### config.mk
export PLATFORM = sky130hd
export DESIGN_NAME = ky32_pipe_ctrl
export DESIGN_NICKNAME = d
export VERILOG_FILES = /design/src/rtl/ky32_pipe_ctrl_pkg.sv /design/src/rtl/ky32_pipe_ctrl.sv
export SDC_FILE = /design/constraint.sdc
export NUM_CORES = 1
export LEC_CHECK = 0
export ABC_AREA = 1
export BUFFER_PORTS_ARGS = -buffer_cell sky130_fd_sc_hd__buf_2
export CAP_MARGIN = 0
export CORE_MARGIN = 8
export CORE_UTILIZATION = 35
export CTS_BUF_LIST = sky130_fd_sc_hd__clkbuf_8
export CTS_CLUSTER_SIZE = 20
export DETAILED_ROUTE_END_ITERATION = 10
export GPL_ROUTABILITY_DRIVEN = 0
export PLACE_DENSITY = 0.64
export SYNTH_ARGS = -nofsm -noshare
export SYNTH_HDL_FRONTEND = slang
export SYNTH_SLANG_ARGS = --single-unit
### constraint.sdc
create_clock -name clk -period 2 [get_ports clk]
set_input_delay 0.3 -clock clk [delete_from_list [all_inputs] [get_ports clk]]
set_output_delay 0.3 -clock clk [all_outputs]
set_load 0.005 [all_outputs]
### src/rtl/ky32_pipe_ctrl_pkg.sv
// ky32_pipe_ctrl_pkg: shared KY32 pipeline-control types and defaults.
package ky32_pipe_ctrl_pkg;
  typedef enum logic [1:0] {IDLE, BUSY, DONE} state_t;
  localparam int MDIV_CYCLES_DEF = 32;
  localparam int CNT_W = 6;
  localparam int STALL_W = 16;
endpackage

### src/rtl/ky32_pipe_ctrl.sv
// ky32_pipe_ctrl: KY32 hazard/stall/flush control with multicycle mul/div sequencing.
module ky32_pipe_ctrl
  import ky32_pipe_ctrl_pkg::*;
#(
  parameter int MDIV_CYCLES = MDIV_CYCLES_DEF
) (
  input  logic               clk,
  input  logic               clrn,
  input  logic [4:0]         id_rs1,
  input  logic [4:0]         id_rs2,
  input  logic               id_use_rs1,
  input  logic               id_use_rs2,
  input  logic               id_mdiv,
  input  logic [4:0]         ex_rd,
  input  logic               ex_is_load,
  input  logic               br_taken,
  input  logic               mem_stall,
  output logic               pc_e,
  output logic               ifid_e,
  output logic               idex_e,
  output logic               exmem_e,
  output logic               ifid_flush,
  output logic               idex_bubble,
  output logic               md_start,
  output logic               md_abort,
  output logic               busy,
  output logic [STALL_W-1:0] stall_cnt
);
  state_t state, state_nx;
  logic [CNT_W-1:0] cnt, cnt_nx;
  logic loaduse, stall_inc;
  logic pc_c, ifid_c, idex_c, exmem_c, flush_c, bubble_c, start_c, abort_c;
  assign loaduse = ex_is_load & (ex_rd != 5'd0) &
                   ((id_use_rs1 & (id_rs1 == ex_rd)) | (id_use_rs2 & (id_rs2 == ex_rd)));
  always_comb begin
    pc_c = 1'b1;
    ifid_c = 1'b1;
    idex_c = 1'b1;
    exmem_c = 1'b1;
    flush_c = 1'b0;
    bubble_c = 1'b0;
    start_c = 1'b0;
    abort_c = 1'b0;
    stall_inc = 1'b0;
    state_nx = state;
    cnt_nx = cnt;
    if (mem_stall) begin
      pc_c = 1'b0;
      ifid_c = 1'b0;
      idex_c = 1'b0;
      exmem_c = 1'b0;
      stall_inc = 1'b1;
    end else if (br_taken) begin
      flush_c = 1'b1;
      bubble_c = 1'b1;
      abort_c = state != IDLE;
      state_nx = IDLE;
      cnt_nx = '0;
    end else if (state == BUSY) begin
      pc_c = 1'b0;
      ifid_c = 1'b0;
      bubble_c = 1'b1;
      stall_inc = 1'b1;
      state_nx = cnt == '0 ? DONE : BUSY;
      cnt_nx = cnt == '0 ? cnt : cnt - 1'b1;
    end else if (state == DONE) begin
      state_nx = IDLE;
    end else if (loaduse || id_mdiv) begin
      pc_c = 1'b0;
      ifid_c = 1'b0;
      bubble_c = 1'b1;
      stall_inc = 1'b1;
      start_c = !loaduse;
      state_nx = loaduse ? IDLE : BUSY;
      cnt_nx = loaduse ? cnt : CNT_W'(MDIV_CYCLES - 2);
    end
  end
  // Outputs are forced quiet for as long as the clear is held.
  assign pc_e = clrn & pc_c;
  assign ifid_e = clrn & ifid_c;
  assign idex_e = clrn & idex_c;
  assign exmem_e = clrn & exmem_c;
  assign ifid_flush = clrn & flush_c;
  assign idex_bubble = clrn & bubble_c;
  assign md_start = clrn & start_c;
  assign md_abort = clrn & abort_c;
  assign busy = clrn & (state != IDLE);
  always_ff @(posedge clk or negedge clrn) begin
    if (!clrn) begin
      state <= IDLE;
      cnt <= '0;
      stall_cnt <= '0;
    end else begin
      state <= state_nx;
      cnt <= cnt_nx;
      if (stall_inc && stall_cnt != '1) stall_cnt <= stall_cnt + 1'b1;
    end
  end
endmodule
* Yosys cells after proc, flatten, opt, wreduce, memory -nomap -nowiden *
Cells that the tools add are included.

word-level totals
  bits in registers = 24
  input port bits = 23
  word-level logic and storage cells = 70

cells by class
  $add $sub $neg = 2
  equal/unequal tests = 8
  mux-type cells = 34
  bitwise gates (word level) = 13
  reductions and logical operators = 10

operator list
  operator               count
  $mux 6                 6
  $mux 1                 23
  $add 16x1->16 const B  1
  $ne 16x16->1 const B   1
  $and 1x1->1            11
  $eq 5x5->1             2
  $mux 2                 5
  $logic_not 6->1        1
  $ne 3x3->1 const B     2
  $sub 6x1->6 const B    1
  $reduce_and 5->1       1
  $reduce_bool 5->1      1
  $reduce_bool 4->1      1
  $ne 3x2->1 const B     1
  $reduce_bool 3->1      1
  $eq 2x1->1 const B     1
  $eq 2x2->1 const B     1
  $reduce_and 2->1       1
  $reduce_bool 2->1      1
  $logic_and 1x1->1      1
  $logic_not 1->1        1
  $logic_or 1x1->1       1
  $not 1->1              1
  $or 1x1->1             1

* Depth between registers and ports, before layout *
  depth in word-level cells = 11
  depth in mapped cells = 14

* Worst setup path before layout *
OpenSTA, ideal clock, no wires.

  path kind = register -> register
  from = register cnt[0]
  to = register cnt[4]
  arrival time = 1.545 ns
  data required time = 1.877 ns
  setup slack = 0.332 ns
  cell stages (with the launch flop) = 13
  buffers on the path = 0
  cells stage by stage = dfrtp_1 inv_1 ha_1 inv_1 or2_2 nor2_1 nand2_1 nor3_1 nand2_1 nand3_2 nor2_2 nand2_1 nand2_1

between the ends
  word-level cells in the longest chain between the ends = 4
  elaborated cells between the ends (all ways) = 7
  those cells by class = 1 x add/sub; 1 x eq/ne; 3 x mux; 2 x reduce/logical

ends and longest elaborated chain
  what                    RTL line              RTL
  start, declared         ky32_pipe_ctrl.sv:30  logic [CNT_W-1:0] cnt, cnt_nx;
  start signal, assigned  ky32_pipe_ctrl.sv:95  cnt <= cnt_nx;
  $sub 6x1->6             ky32_pipe_ctrl.sv:65  cnt_nx = cnt == '0 ? cnt : cnt - 1'b1;
  $mux 6                  ky32_pipe_ctrl.sv:65
  $mux 6                  ky32_pipe_ctrl.sv:59  end else if (state == BUSY) begin
  $mux 6                  ky32_pipe_ctrl.sv:53  end else if (br_taken) begin

Several ways; a longest one is shown, not always the timed one. The select of a mux whose other input is x is not followed.
A chain may end at the register's enable or synchronous reset.

* Worst setup path in the final report *
  from = register cnt[0]
  to = register cnt[1]

The elaborated chain is that of the path after synthesis.

==> metrics.txt <==
I/O pins=48; final net count=355; Worst slew margin=76.4%; Leakage Power=1.28 nW; setup slack at placement=0.169 ns; clk sinks=24; RSZ-0062 raised after global routing=yes; fin crit period=1.81 ns; main combinational cell family by area after synthesis=simple AND/OR/NAND/NOR gates; root buf cell=clkbuf_8; wire per inst=10.9 µm; Post-Route WL=4.34 mm; TritonCTS Buffers=3; Max VDD drop=0.000370 V; Finished Layout Cells=398; total power=1.51 mW; first-pass GRT wire length=7.45 mm; Clock transition at path regs=0.08 ns; vias in the first global route=1,731; mux contribution to synthesized area=0%; register area=601 µm²; Layout Skew=0.00188 ns; remaining antenna violation count=0; Synth Area in Simple Gates=45.5%; Via density=4.58; commonest non-fill, non-tap cell in the layout=nand2_1; Starting Density=36.2%; Core ar.=5110 µm²; via count=1,821; ratio of cells with drive above 1 in the final layout=24.1%; PD cells=687 nW/µm²; endpoints failing hold=0; GRT overflow=0; commonest cells after routing, fill and taps aside=nand2_1 (103), buf_2 (47), inv_1 (31); worst min path class=in2async; hold-fix buffers at CTS=0; # rows=26; clock buffer depth=2; input/output buffers=47; Synth Area in Adders=1.35%; multi-input logic area=1060 µm²; Pins Over Slew Limit=0; Gate Count Post-Synth=280; Netlist cell types=27; clk_lat worst skew=0.26 ns; max-cap violation count=0; synthesized area=1850 µm²; Seq/Total Area, Yosys=32.5%; Compound-Gate Fraction of Synth Area=3.58%; CTS tree=done; drt initial violations=62; DIE HEIGHT=88.7 µm; worst path required time=2.15 ns; ranking of synthesized cells by area=dfrtp_1 (32%), nand2_1 (21%), nand3_1 (7.3%); Mapped Nets=305; crit path capture type=flip-flop; maximum number of pins on one net before global-route repair=25; Synth Area in XOR/XNOR=5.68%; overall die width=88.7 µm; drt drc=0; Crit. Startpoint=cnt[0]; H-tree depth=1; critical path startpoint category=flip-flop; max frequency=552 MHz; Setup CP Type=reg2reg; Yosys reg bits=24; count of TritonRoute iterations in the first routing pass=4; Worst-Margin Slew=0.353 ns; status=finished clean; area leader, netlist=dfrtp_1; Final setup viols=0; Area Overhead vs Synth=18.7%; initial antenna violation count=0; Worst Slack Setup Final=0.189 ns; final period utilization=90.6%; Max FO, Critical Path=7; reg2reg start=cnt[0]; Post-DP HPWL=3.41 mm; post-placement cell count=395; syn avg cell area=6.61 µm²; CP Data Arrival Time=1.96 ns; GRT Overall Usage=11.5%; Fillers=558; area of the die=7870 µm²; top cell type's share of synthesized area=32.5%; synth warn=0; # diodes=0
stage by stage:
stage	util, %	cell area [µm²]	hold WS [ns]	TNS (ns)
after floorplan	-	1850	0.00441	0
after global placement	41.9	2140	0.340	0
after detailed placement	41.9	2140	0.336	0
after CTS	42.7	2180	0.0433	0
after global routing	43.0	2200	0.0584	-0.164
final	43.0	2200	0.0321	0
synthesized netlist by cell type (all sizes together):
cell type	instances
nor2	29
xnor2	4
dfrtp	24
o21ai	11
nand4	5
a21oi	1
nand3	30
and3b	1
clkinv	1
nand3b	1
buf	6
or2	1
nand2	111
xor2	8
ha	2
nor3	6
inv	38
a31oi	1
critical path: stages, from the launching register on:
cell	delay [ns]
dfrtp_1	0.40
inv_1	0.08
ha_1	0.14
inv_1	0.04
or2_2	0.28
nor2_1	0.09
nand2_1	0.09
nor3_2	0.13
nand2_1	0.12
nand3_4	0.13
nor2_2	0.08
nand2_1	0.07
nand2_1	0.05
cell families after synthesis:
family | count (synthesis)
compound gates | 13
xor+xnor | 12
fa+ha+maj | 2
buf+inv | 45
flops | 24
simple gates | 184
sequential cells by signal, indices dropped and copies added (netlist names):
name	cells
cnt	6
stall_cnt	16
state	2
metal layers:
| layer | part of all wire, % | vias up | track usage, % |
|---|---|---|---|
| met4 | 0.35 | 0 | 2.30 |
| li1 | - | 971 | - |
| met2 | 50 | 22 | 20.8 |
| met5 | 0 | - | 0 |
| met3 | 3.3 | 2 | 2.14 |
| met1 | 46 | 826 | 13.6 |
power breakdown:
| group | leakage [nW] | switching (mW) | internal (mW) | total, mW |
|---|---|---|---|---|
| clock network | 0.0216 | 0.149 | 0.134 | 0.284 |
| logic | 0.938 | 0.312 | 0.228 | 0.540 |
| registers | 0.319 | 0.111 | 0.574 | 0.685 |
worst paths after layout:
kind,cells past startpoint,to,slack (ns)
setup / recovery,12,cnt[1],0.19
max in group asynchronous,2,cnt[1],1.73
min in group clk,4,cnt[3],0.38
setup reg to reg,12,cnt[1],0.19
hold reg to reg,2,stall_cnt[15],0.50
hold / removal,2,stall_cnt[2],0.03
repair_timing:
item / CTS / global route
setup endpoints to repair: 0 / 14
gates resized for setup: 0 / 3
setup buffers: 0 / 0
layout make-up:
class	count	area share (%)
Clock buffer	3	1.88
Multi-Input combinational cell	211	48.1
Inverter	39	6.66
Timing Repair Buffer	51	12.1
Sequential cell	24	27.3
Tap cell	70	3.99
No activity file was read; power rests on OpenSTA's default activity.
